File: src/rtl/alu_logic_pkg.sv
// -----------------------------------------------------------------------------
// alu_logic_pkg
// Shared definitions for the multi-cycle bitwise logic unit:
//   - opcode constants OP_AND .. OP_ANDN (3'b110 and 3'b111 are illegal)
//   - op_is_legal(): legality check used by the controller
//   - state_e: controller FSM state encodings
// -----------------------------------------------------------------------------
package alu_logic_pkg;

  localparam logic [2:0] OP_AND  = 3'b000;
  localparam logic [2:0] OP_OR   = 3'b001;
  localparam logic [2:0] OP_XOR  = 3'b010;
  localparam logic [2:0] OP_NOR  = 3'b011;
  localparam logic [2:0] OP_XNOR = 3'b100;
  localparam logic [2:0] OP_ANDN = 3'b101;

  typedef enum logic [1:0] {
    IDLE = 2'b00,
    BUSY = 2'b01,
    DONE = 2'b10
  } state_e;

  // Every opcode up to and including ANDN is implemented; the top two are not.
  function automatic logic op_is_legal(input logic [2:0] op);
    return (op <= OP_ANDN);
  endfunction

endpackage

File: src/rtl/alu_logic_unit_seq_slice.sv
// -----------------------------------------------------------------------------
// logic_slice
// Purely combinational CHUNK-wide bitwise operator. One instance is shared by
// every chunk of the wide datapath.
// Ports:
//   op  in  [2:0]       operation select (alu_logic_pkg opcodes)
//   a   in  [CHUNK-1:0] operand A chunk
//   b   in  [CHUNK-1:0] operand B chunk
//   y   out [CHUNK-1:0] op(a, b); zero for illegal opcodes
// -----------------------------------------------------------------------------
module logic_slice
  import alu_logic_pkg::*;
#(
  parameter int CHUNK = 8
) (
  input  logic [2:0]       op,
  input  logic [CHUNK-1:0] a,
  input  logic [CHUNK-1:0] b,
  output logic [CHUNK-1:0] y
);

  always_comb begin
    // NOTE: assigning a default before the case guarantees y is driven on
    // every path, so no latch is inferred for unlisted opcodes.
    y = '0;
    case (op)
      OP_AND:  y = a & b;
      OP_OR:   y = a | b;
      OP_XOR:  y = a ^ b;
      OP_NOR:  y = ~(a | b);
      OP_XNOR: y = ~(a ^ b);
      OP_ANDN: y = a & ~b;
      default: y = '0;
    endcase
  end

endmodule

File: src/rtl/alu_logic_unit_seq.sv
// -----------------------------------------------------------------------------
// alu_logic_unit_seq
// Multi-cycle bitwise logic unit. A request (a, b, op) is captured on an
// in_valid/in_ready handshake, then processed CHUNK bits per clock through a
// single logic_slice. The completed result and its flags are held until the
// consumer takes them with out_valid/out_ready. CHUNK must divide WIDTH.
// Ports:
//   clk        in   system clock, rising edge
//   rst        in   asynchronous, active-high reset
//   in_valid   in   request valid
//   in_ready   out  unit can accept a request (IDLE and not in reset)
//   op         in   [2:0] operation select
//   a, b       in   [WIDTH-1:0] operands
//   out_valid  out  result valid (DONE)
//   out_ready  in   consumer accepts result
//   result     out  [WIDTH-1:0] registered result
//   zero       out  result == 0
//   parity     out  XOR-reduction of result
//   err        out  request carried an illegal opcode
// -----------------------------------------------------------------------------
module alu_logic_unit_seq
  import alu_logic_pkg::*;
#(
  parameter int WIDTH = 32,
  parameter int CHUNK = 8
) (
  input  logic             clk,
  input  logic             rst,
  input  logic             in_valid,
  output logic             in_ready,
  input  logic [2:0]       op,
  input  logic [WIDTH-1:0] a,
  input  logic [WIDTH-1:0] b,
  output logic             out_valid,
  input  logic             out_ready,
  output logic [WIDTH-1:0] result,
  output logic             zero,
  output logic             parity,
  output logic             err
);

  localparam int NCHUNK = WIDTH / CHUNK;
  localparam int CW     = (NCHUNK > 1) ? $clog2(NCHUNK) : 1;
  localparam logic [CW-1:0] LAST = CW'(NCHUNK - 1);

  state_e           state_q, state_d;
  logic [CW-1:0]    cnt_q;
  logic [WIDTH-1:0] a_q, b_q, result_q, result_next;
  logic [2:0]       op_q;
  logic             zero_q, parity_q, err_q;
  logic [CHUNK-1:0] a_chunk, b_chunk, y_chunk;
  logic             accept, last_chunk;

  // in_ready is gated by rst so it drops the instant reset is asserted.
  assign in_ready   = (state_q == IDLE) && !rst;
  assign accept     = in_valid && in_ready;
  assign last_chunk = (cnt_q == LAST);

  // ---------------------------------------------------------------------------
  // Chunk select: the counter picks which CHUNK-wide slice of the captured
  // operands feeds the shared operator, and which slice of the result it lands in.
  // ---------------------------------------------------------------------------
  always_comb begin
    a_chunk = '0;
    b_chunk = '0;
    for (int i = 0; i < NCHUNK; i++) begin
      if (cnt_q == CW'(i)) begin
        a_chunk = a_q[i*CHUNK +: CHUNK];
        b_chunk = b_q[i*CHUNK +: CHUNK];
      end
    end
  end

  logic_slice #(.CHUNK(CHUNK)) u_slice (
    .op (op_q),
    .a  (a_chunk),
    .b  (b_chunk),
    .y  (y_chunk)
  );

  // Result with the current chunk merged in; flags on entry to DONE are taken
  // from this so they reflect the final chunk written on the same edge.
  always_comb begin
    result_next = result_q;
    for (int i = 0; i < NCHUNK; i++) begin
      if (cnt_q == CW'(i)) begin
        result_next[i*CHUNK +: CHUNK] = y_chunk;
      end
    end
  end

  // ---------------------------------------------------------------------------
  // Controller FSM
  // ---------------------------------------------------------------------------
  always_ff @(posedge clk or posedge rst) begin
    // NOTE: sequential state uses non-blocking assignments so every register
    // samples pre-edge values, independent of statement order.
    if (rst) state_q <= IDLE;
    else     state_q <= state_d;
  end

  always_comb begin
    state_d = state_q;
    case (state_q)
      IDLE: if (accept)     state_d = op_is_legal(op) ? BUSY : DONE;
      BUSY: if (last_chunk) state_d = DONE;
      DONE: if (out_ready)  state_d = IDLE;
      default:              state_d = IDLE;
    endcase
  end

  // ---------------------------------------------------------------------------
  // Datapath registers
  // ---------------------------------------------------------------------------
  always_ff @(posedge clk or posedge rst) begin
    if (rst) begin
      a_q      <= '0;
      b_q      <= '0;
      op_q     <= OP_AND;
      cnt_q    <= '0;
      result_q <= '0;
      zero_q   <= 1'b0;
      parity_q <= 1'b0;
      err_q    <= 1'b0;
    end else begin
      case (state_q)
        IDLE: begin
          if (accept) begin
            a_q      <= a;
            b_q      <= b;
            op_q     <= op;
            cnt_q    <= '0;
            result_q <= '0;
            parity_q <= 1'b0;
            // An illegal op goes straight to DONE with a zero result.
            zero_q   <= !op_is_legal(op);
            err_q    <= !op_is_legal(op);
          end
        end
        BUSY: begin
          result_q <= result_next;
          if (last_chunk) begin
            zero_q   <= ~|result_next;
            parity_q <= ^result_next;
          end else begin
            cnt_q <= cnt_q + CW'(1);
          end
        end
        DONE: begin
          if (out_ready) err_q <= 1'b0;
        end
        default: ;
      endcase
    end
  end

  assign out_valid = (state_q == DONE);
  assign result    = result_q;
  assign zero      = zero_q;
  assign parity    = parity_q;
  assign err       = err_q;

endmodule

File: config.mk
export PLATFORM = sky130hd
export DESIGN_NAME = alu_logic_unit_seq
export DESIGN_NICKNAME = d
export VERILOG_FILES = /design/src/rtl/alu_logic_pkg.sv /design/src/rtl/alu_logic_unit_seq_slice.sv /design/src/rtl/alu_logic_unit_seq.sv
export SDC_FILE = /design/constraint.sdc
export NUM_CORES = 1
export LEC_CHECK = 0
export CAP_MARGIN = 40
export CORE_ASPECT_RATIO = 1.2
export CORE_UTILIZATION = 50
export DETAILED_ROUTE_END_ITERATION = 10
export HOLD_SLACK_MARGIN = 0.1
export PLACE_DENSITY_LB_ADDON = 0.08
export SLEW_MARGIN = 40
export SYNTH_ARGS = -nofsm -noshare
export SYNTH_HDL_FRONTEND = slang
export SYNTH_SLANG_ARGS = --single-unit
File: constraint.sdc
create_clock -name clk -period 4.9 [get_ports clk]
set_clock_uncertainty 0.05 [all_clocks]
set_input_delay 0.98 -clock clk [delete_from_list [all_inputs] [get_ports clk]]
set_output_delay 0.98 -clock clk [all_outputs]
set_load 0.01 [all_outputs]
# After elaboration in Yosys (flattened, before gate mapping)

Index checks and enable logic that the tools add are counted.

Output and inout port bits: 37
Input port bits: 71
Register bits after elaboration: 106

Add/sub/neg operators: 1
Reduce and logical (&&, ||, !) cells: 18
Bitwise gates (word level): 7
Muxes and demuxes: 31
$lt $le $gt $ge: 1
Eq/ne operators: 14

Operators with widths:

| kind               | number |
|---|---|
| $mux 8             | 12 |
| $pmux 32 s2        | 1 |
| $pmux 8 s6         | 1 |
| $mux 32            | 1 |
| $reduce_or 32->1   | 1 |
| $reduce_xor 32->1  | 1 |
| $not 8->8          | 3 |
| $and 8x8->8        | 2 |
| $mux 2             | 6 |
| $reduce_and 3->1   | 4 |
| $or 8x8->8         | 1 |
| $xor 8x8->8        | 1 |
| $eq 2x2->1 const B | 3 |
| $eq 3x2->1 const B | 2 |
| $eq 3x3->1 const B | 2 |
| $ne 2x2->1 const B | 3 |
| $pmux 1 s2         | 3 |
| $pmux 2 s3         | 1 |
| $mux 1             | 5 |
| $eq 2x1->1 const B | 2 |
| $logic_not 2->1    | 2 |
| $pmux 2 s2         | 1 |
| $reduce_and 2->1   | 2 |
| $reduce_bool 2->1  | 2 |
| 7 further kinds    | 10 |

# Logic depth before layout (Yosys ltp)

Gate-level depths: netlist of run 1.

Word-level depth: 13
Gate-level depth with buffers: 19
Depth with buffers taken out: 17

# Hierarchy

A second synthesis of run 1 with hierarchy kept.

Cells, all modules: 683
Area total of the unflattened synthesis: 5988.2 um^2

Modules (own cells, without submodules):

| module             | instances | area an instance (um^2) | seq. area each (um^2) | cells each |
|---|---|---|---|---|
| alu_logic_unit_seq | 1         | 5330.1                  | 2652.5                | 601 |
| logic_slice        | 1         | 658.1                   | 0.0                   | 82 |

# Least setup slack after synthesis of run 1

No wires, ideal clock.

Path type: reg2reg
From: reg cnt_q[0]
To: reg parity_q (netlist: parity)
Data required time: 4.708 ns
Cell stages (with the launch flop): 19
Slack: 1.482 ns
Data arrival time: 3.226 ns
Library setup time: 0.142 ns
Path through: dfrtp_1 inv_1 ha_1 buf_4 buf_4 a21oi_1 a221oi_1 a21oi_1 ha_1 a22oi_1 o22a_1 nand2_1 o22ai_1 ha_1 xor2_1 xnor2_1 xnor2_1 xnor2_1 o221ai_1

Cells in the longest elaborated chain, start to end: 12
Elaborated cells on any way between the ends: 29
Classes of those cells: 4 x eq/ne; 15 x mux; 7 x bitwise; 3 x reduce/logical

RTL lines:

| element                                   | line                                               | RTL |
|---|---|---|
| start, declared                           | alu_logic_unit_seq.sv:47                           | `logic [CW-1:0] cnt_q;` |
| start signal, assigned                    | alu_logic_unit_seq.sv:146                          | `cnt_q <= cnt_q + CW'(1);` |
| $logic_not 2->1                           | alu_logic_unit_seq.sv:67, alu_logic_unit_seq.sv:86 |  |
| $mux 8 (4 in series)                      | alu_logic_unit_seq.sv:67                           | `if (cnt_q == CW'(i)) begin` |
| $not 8->8, or another cell as far along   | alu_logic_unit_seq_slice.sv:32                     | `OP_ANDN: y = a & ~b;` |
| $and 8x8->8, or another cell as far along | alu_logic_unit_seq_slice.sv:32                     |  |
| $pmux 8 s6                                | alu_logic_unit_seq_slice.sv:26                     | `case (op)` |
| $mux 8                                    | alu_logic_unit_seq.sv:86                           | `if (cnt_q == CW'(i)) begin` |
| $reduce_xor 32->1                         | alu_logic_unit_seq.sv:144                          | `parity_q <= ^result_next;` |
| $mux 1                                    | alu_logic_unit_seq.sv:142                          | `if (last_chunk) begin` |
| $pmux 1 s2                                | alu_logic_unit_seq.sv:126                          | `case (state_q)` |
| end signal, assigned                      | alu_logic_unit_seq.sv:144                          |  |
| end, declared                             | alu_logic_unit_seq.sv:50                           | `logic zero_q, parity_q, err_q;` |

Parallel ways exist; a longest one is shown, timed or not. The select of a mux whose other input is x is not followed.
A chain may end at the register's enable or synchronous reset.

# Worst setup path after layout of run 1

From: reg cnt_q[1]
To: reg zero_q (netlist: zero)

Cells in the longest elaborated chain, start to end: 13
Elaborated cells on any way between the ends: 30
Classes of those cells: 4 x eq/ne; 15 x mux; 7 x bitwise; 4 x reduce/logical

RTL lines:

| element                                   | line                                               | RTL |
|---|---|---|
| $logic_not 2->1                           | alu_logic_unit_seq.sv:67, alu_logic_unit_seq.sv:86 |  |
| $mux 8 (4 in series)                      | alu_logic_unit_seq.sv:67                           |  |
| $not 8->8, or another cell as far along   | alu_logic_unit_seq_slice.sv:32                     |  |
| $and 8x8->8, or another cell as far along | alu_logic_unit_seq_slice.sv:32                     |  |
| $pmux 8 s6                                | alu_logic_unit_seq_slice.sv:26                     |  |
| $mux 8                                    | alu_logic_unit_seq.sv:86                           |  |
| $reduce_or 32->1                          | alu_logic_unit_seq.sv:143                          | `zero_q <= ~\|result_next;` |
| $logic_not 1->1                           | alu_logic_unit_seq.sv:143                          |  |
| $mux 1                                    | alu_logic_unit_seq.sv:142                          |  |
| $pmux 1 s2                                | alu_logic_unit_seq.sv:126                          |  |
| end signal, assigned                      | alu_logic_unit_seq.sv:136                          | `zero_q <= !op_is_legal(op);` |
| end signal, assigned                      | alu_logic_unit_seq.sv:143                          |  |
| end, declared                             | alu_logic_unit_seq.sv:50                           |  |

Parallel ways exist; a longest one is shown, timed or not. The select of a mux whose other input is x is not followed.

==> key figures, run 1 <==
Outcome
  • Run status: complete, no violations

Synth
  • Ys Warns: 0
  • Post-Synthesis Cell Area: 0.00612 mm²
  • Xor-xnor portion of the synthesized cell area: 3.29%
  • Fraction of registers with async set/reset: 100%
  • Adder-Cell Fraction of Synth Area: around 5.7%
  • Largest family of logic cells by synthesized area: compound AO/OA/AOI/OAI gates
  • Number of enable flip-flop cells after synthesis: 0
  • Synthesized area per cell: 8.46 µm²
  • Synthesized net count: 823
  • Seq/Total Area, Yosys: 43.3%
  • Synth Instances: 724
  • Post-synthesis simple-gate area fraction: about a fifth
  • Synth unique cells: 39
  • Synth Area in Compound Gates: around 22%
  • Mux contribution to synthesized area: 0%
  • Top_reg_cell synth: dfrtp_1
  • Synth Register Bits: 106

Finish
  • Commonest non-fill, non-tap cell in the layout: nand2_1
  • N_diodes: 0
  • Final #Nets: 902
  • Most frequent cells in the layout: 246 x nand2_1, 107 x clkdlybuf4s50_1, 106 x dfrtp_1
  • P&R area growth vs syn: 23.1%
  • Layout cells sized above 1: 5.57%

Power
  • LEAKAGE: 3.27 nW
  • VDD IR max: 0.000478 V
  • PD cells: between 800 and 900 mW/mm²

Placement
  • PortBufs: 107
  • Worst setup slack after placement: ~0.60 ns
  • RePlAce Congestion: 0.959
  • DP HPWL: between 10000 and 15000 µm

Job
  • Max-Cap Viols: 0

Timing
  • Slew Viols, Final: 0
  • Final Critical Period: between 4 and 5 ns
  • Slew margin rel.: between 50% and 60%
  • Slew @ Worst Pin: roughly 0.7 ns
  • Fmax: 228 MHz
  • Worst setup margin: slightly above 0.5 ns
  • Final setup viols: 0
  • Fin crit share: between 80% and 90%
  • Unrepaired setup endpoints after global routing: no
  • Setup TNS: 0 ns
  • Final hold violation count: 0

GRT
  • GRT overflow: 0
  • Met3 global-route usage: 4.35%
  • GR Util All Layers: 30.7%
  • Vias in the first global route: 5609
  • Initial antenna violation count: 0
  • First-pass GRT wire length: 29100 µm
  • Met1 Track Usage GR: 39.4%
  • Largest net degree at the start of global routing: 70
  • GRT met2 Usage: 51.6%
  • GRT busiest layer: met2

Clock network
  • Clock net sink count: 106
  • CTS hold repair buffers: 0
  • Buffers inserted by post-CTS timing repair: 0
  • CTS max path bufs: 2
  • CTS root buf: clkbuf_16
  • CTS resizes: 0
  • Worst skew pair latency: 0.35 ns
  • Clock edge transition at the registers on the reported setup and hold paths: 0.08 ns
  • CTS tree: yes
  • Num CTS Buffers: 9
  • H-tree levels: 3

Drt
  • DRC errors left: 0
  • Detailed Route Iter0 Violations: between 400 and 500
  • Antenna viol nets, final: 0
  • Router iterations before antenna repair: 6
  • Routed wire per std cell: 18.7 µm
  • Via count: 5660
  • Via/cell ratio: 5.87
  • DRT Wirelength: between 15000 and 20000 µm

Floorplan
  • FP Rows: 43
  • Die width: 103 µm
  • DIE AREA: between 0.01 and 0.015 mm²
  • Chip height: roughly 120 µm
  • # IOs: 108
  • Initial Utilization: a little over half
  • Core Area: 0.0117 mm²

Setup path
  • Worst setup SP type: register
  • Critical-path maximum fanout: 15
  • Critical Path RT: 5.12 ns
  • Critical Path End Type: register
  • Critical path data arrival time: around 4.6 ns
  • Kind of critical path: register to register

Worst hold path
  • HP Class: register to register
## cells by family after synthesis
family | after synthesis
flops | 106
simple gates | 303
xor+xnor | 23
fa+ha+maj | 28
buf+inv | 66
compound gates | 198
## worst paths after layout
kind	start	end	slack [ns]	cells past startpoint
setup / recovery	cnt_q[1]	zero	0.51	16
hold / removal	b_q[4]	b_q[4]	0.43	2
setup reg to reg	cnt_q[1]	zero	0.51	16
hold reg to reg	b_q[4]	b_q[4]	0.43	2
max in group asynchronous	rst	a_q[25]	2.86	3
min in group asynchronous	rst	state_q[1]	1.07	2
## critical path: stages, from the launching register on
cell and delay [ns]:
dfrtp_1 0.42, inv_1 0.11, ha_1 0.56, buf_4 0.29
nand2_1 0.07, o211ai_1 0.38, nand2_1 0.11, ha_1 0.34
a22oi_1 0.18, o22a_1 0.38, nand2_1 0.10, o22ai_1 0.14
ha_1 0.20, nand4_1 0.12, nor4_1 0.56, a21oi_1 0.14
o21ai_0 0.16
## registers in the layout, summed over array words and instances (netlist names)
| name | cells |
|---|---|
| b_q | 32 |
| zero | 1 |
| cnt_q | 2 |
| op_q | 3 |
| a_q | 32 |
| parity | 1 |
| state_q | 2 |
| result | 32 |
| err | 1 |
## synthesized netlist by cell type (9+ instances only)
library cell	count	share of area, %
dfrtp_1	106	43
ha_1	28	5.7
o22a_1	14	2.0
nand2_1	247	15
buf_2	17	1.4
a31oi_1	24	2.5
clkbuf_1	20	1.2
nand3_1	10	0.82
a21o_1	9	1.1
o22ai_1	32	3.3
a21oi_1	49	4.0
inv_1	14	0.86
nor2_1	12	0.74
xnor2_1	21	3.0
o21ai_0	16	1.3
nand2b_1	9	0.92
a22oi_1	9	1.1
## metal layers
metal  vias up  share of wire [%]
li1       2677                  -
met1      2712                 42
met2       229                 50
met3        42                5.5
met4         0                3.3
met5         -                  0
## layout make-up
class	instances	area [µm²]
timing repair buffer	119	1160
inverter	15	58.8
clock buffer	11	243
fill	1050	4190
multi-input combinational	552	3180
clock inverter	5	45.0
tap	157	196
sequential	106	2650
## metrics by stage
stage	std cells	util [%]	hold slack (ns)	area (µm²)	power, mW
floorplan	724	-	0.396	6120	4.44
global placement	949	61.8	0.409	7250	5.45
detailed placement	949	61.8	0.413	7250	5.54
CTS	965	64.2	0.431	7530	6.28
global route	965	64.2	0.456	7530	6.77
finish	965	64.2	0.428	7530	6.29
## power by group
group / switching, mW / leakage, nW / internal (mW) / total (mW)
registers: 0.325 / 1.35 / 1.27 / 1.60
clock network: 0.345 / 0.138 / 0.367 / 0.712
logic: 2.21 / 1.78 / 1.77 / 3.98
Note: power is estimated with default switching activity, not from simulation.
==> run 2: changes to the inputs <==
CAP_MARGIN = 20   (was 40)
PLACE_DENSITY = 0.76   (was not set)
PLACE_DENSITY_LB_ADDON = not set   (was 0.08)
==> run 2 against run 1 <==
Combinational power fell by 2%. Sequential power about the same. Flip-flop and latch count did not move. Routed wire length shrank 3.2%. Sequential share of layout area fell by 0.19 points. Power rose by 0.58%. Utilization up 0.35 points. Maximum frequency increased by 2.3%. Setup slack improved by 0.10 ns. Clock-buffer cell count fell by 2. Via count is 0.11% lower. Critical path type unchanged. Largest cell class unchanged. Largest power group unchanged.
==> key figures, run 2 (synthesized netlist as in run 1, its figures left out) <==
Clock network
  • CTS tree: yes
  • Clock edge transition at the registers on the reported setup and hold paths: 0.07 ns
  • Num CTS Buffers: 9
  • Clock net sink count: 106
  • Buffers inserted by post-CTS timing repair: 0
  • CTS max path bufs: 2
  • H-tree levels: 3
  • CTS hold repair buffers: 0
  • CTS root buf: clkbuf_16
  • CTS resizes: 0
  • Worst skew pair latency: about 0.35 ns

Timing
  • Slew Viols, Final: 0
  • Final Critical Period: around 4.3 ns
  • Fin crit share: 87.5%
  • Slew margin rel.: between 50 and 60%
  • Fmax: approximately 230 MHz
  • Setup TNS: 0 ns
  • Slew @ Worst Pin: 0.703 ns
  • Final setup viols: 0
  • Final hold violation count: 0
  • Unrepaired setup endpoints after global routing: no

Floorplan
  • Core Area: 0.0117 mm²
  • Chip height: around 120 µm
  • # IOs: 108
  • Die width: 103 µm
  • DIE AREA: between 0.01 and 0.015 mm²
  • FP Rows: 43
  • Initial Utilization: about 52%

Drt
  • Via/cell ratio: 5.86
  • Via count: 5654
  • Router iterations before antenna repair: 5
  • DRC errors left: 0
  • DRT Wirelength: 17500 µm
  • Routed wire per std cell: 18.1 µm
  • Antenna viol nets, final: 0
  • Detailed Route Iter0 Violations: 341

Finish
  • Layout cells sized above 1: 5.69%
  • P&R area growth vs syn: 23.7%
  • Most frequent cells in the layout: 246 x nand2_1, 107 x clkdlybuf4s50_1, 106 x dfrtp_1
  • # fillers: about 1100
  • Final Cell Area: 0.00758 mm²
  • N_diodes: 0
  • Final #Nets: 902
  • Commonest non-fill, non-tap cell in the layout: nand2_1

Outcome
  • Run status: complete, no violations

Setup path
  • Critical Path Max Stage Delay: between 0.4 and 0.5 ns
  • Critical path data arrival time: 4.45 ns
  • Critical Path RT: 5.06 ns
  • WP buf/inv: 2
  • Worst-path cell chain: inv_1 -> ha_1 -> buf_4 -> a21oi_1 -> a221oi_1 -> a21oi_1 -> ha_1 -> a22oi_1 -> o22a_1 -> nand2_1 -> o22ai_1 -> ha_1 -> xor2_1 -> xnor2_1 -> xnor2_1 -> xnor2_1 -> o221ai_1
  • CP delay by family, top: compound AO/OA/AOI/OAI gates
  • Kind of critical path: register to register
  • Worst setup SP type: register
  • Critical Path End Type: register
  • Critical-path maximum fanout: 26
  • Slowest CP cell: dfrtp_1

GRT
  • Initial antenna violation count: 0
  • GRT overflow: 0
  • Largest net degree at the start of global routing: 80
  • Vias in the first global route: 5277
  • First-pass GRT wire length: 27900 µm
  • GR Util All Layers: 29.4%

Worst hold path
  • HP Class: register to register

Power
  • LEAKAGE: 3.29 nW
  • VDD IR max: 0.000718 V
  • PD cells: 835 mW/mm²

Placement
  • RePlAce Congestion: between 0.9 and 1
  • Cell Area, Placed: 0.00725 mm²
  • PortBufs: ~110
  • DP HPWL: 13200 µm

Job
  • Max-Cap Viols: 0
run 2: changes by cell type in the layout (fill, tap and decap cells not counted), sizes merged:
cell / before / now
bufinv: 0 / 2
clkbuf: 11 / 9
run 2: final cells by class:
cell class	count	area [µm²]	share of cell area, %
tap	157	196	2.59
clock buffer	9	225	2.97
inverter	15	61.3	0.809
clock inverter	7	101	1.34
multi-input combinational	552	3180	41.9
timing repair buffer	119	1160	15.3
sequential	106	2650	35.0
run 2: metrics by stage:
stage	util [%]	hold slack, ns	std cells	power [mW]	setup slack [ns]
floorplan	-	0.396	724	4.44	1.08
global placement	61.8	0.411	949	5.37	0.836
detailed placement	61.8	0.414	949	5.49	0.728
CTS	64.6	0.432	965	6.32	0.689
global route	64.6	0.451	965	6.82	0.345
finish	64.6	0.426	965	6.32	0.612
run 2: where the power goes:
part	leakage [nW]	switching, mW	total [mW]	internal (mW)
Clock	0.158	0.350	0.804	0.454
Sequential	1.35	0.336	1.61	1.27
Combinational	1.78	2.15	3.91	1.76
Total	3.29	2.84	6.32	3.49
run 2: tightest hold or removal path, stage by stage, from the launching register on:
cell     delay [ns]
dfrtp_1        0.34
nand2_1        0.05
nand2_1        0.05
run 2: worst paths after layout:
check | from | endpoint | slack [ns] | cells after the start
max reg2reg | cnt_q[0] | parity | 0.61 | 17
min reg2reg | b_q[13] | b_q[13] | 0.43 | 2
min | b_q[13] | b_q[13] | 0.43 | 2
min in group asynchronous | rst | err | 1.09 | 2
max | cnt_q[0] | parity | 0.61 | 17
max in group asynchronous | rst | a_q[30] | 2.97 | 3
run 2: metal layers:
metal / vias up / GRT usage, % / part of all wire, %
met5: - / 0 / 0
met4: 0 / 13.3 / 3.4
met3: 34 / 3.50 / 5.7
met2: 222 / 49.6 / 50
met1: 2719 / 37.8 / 41
li1: 2679 / - / -
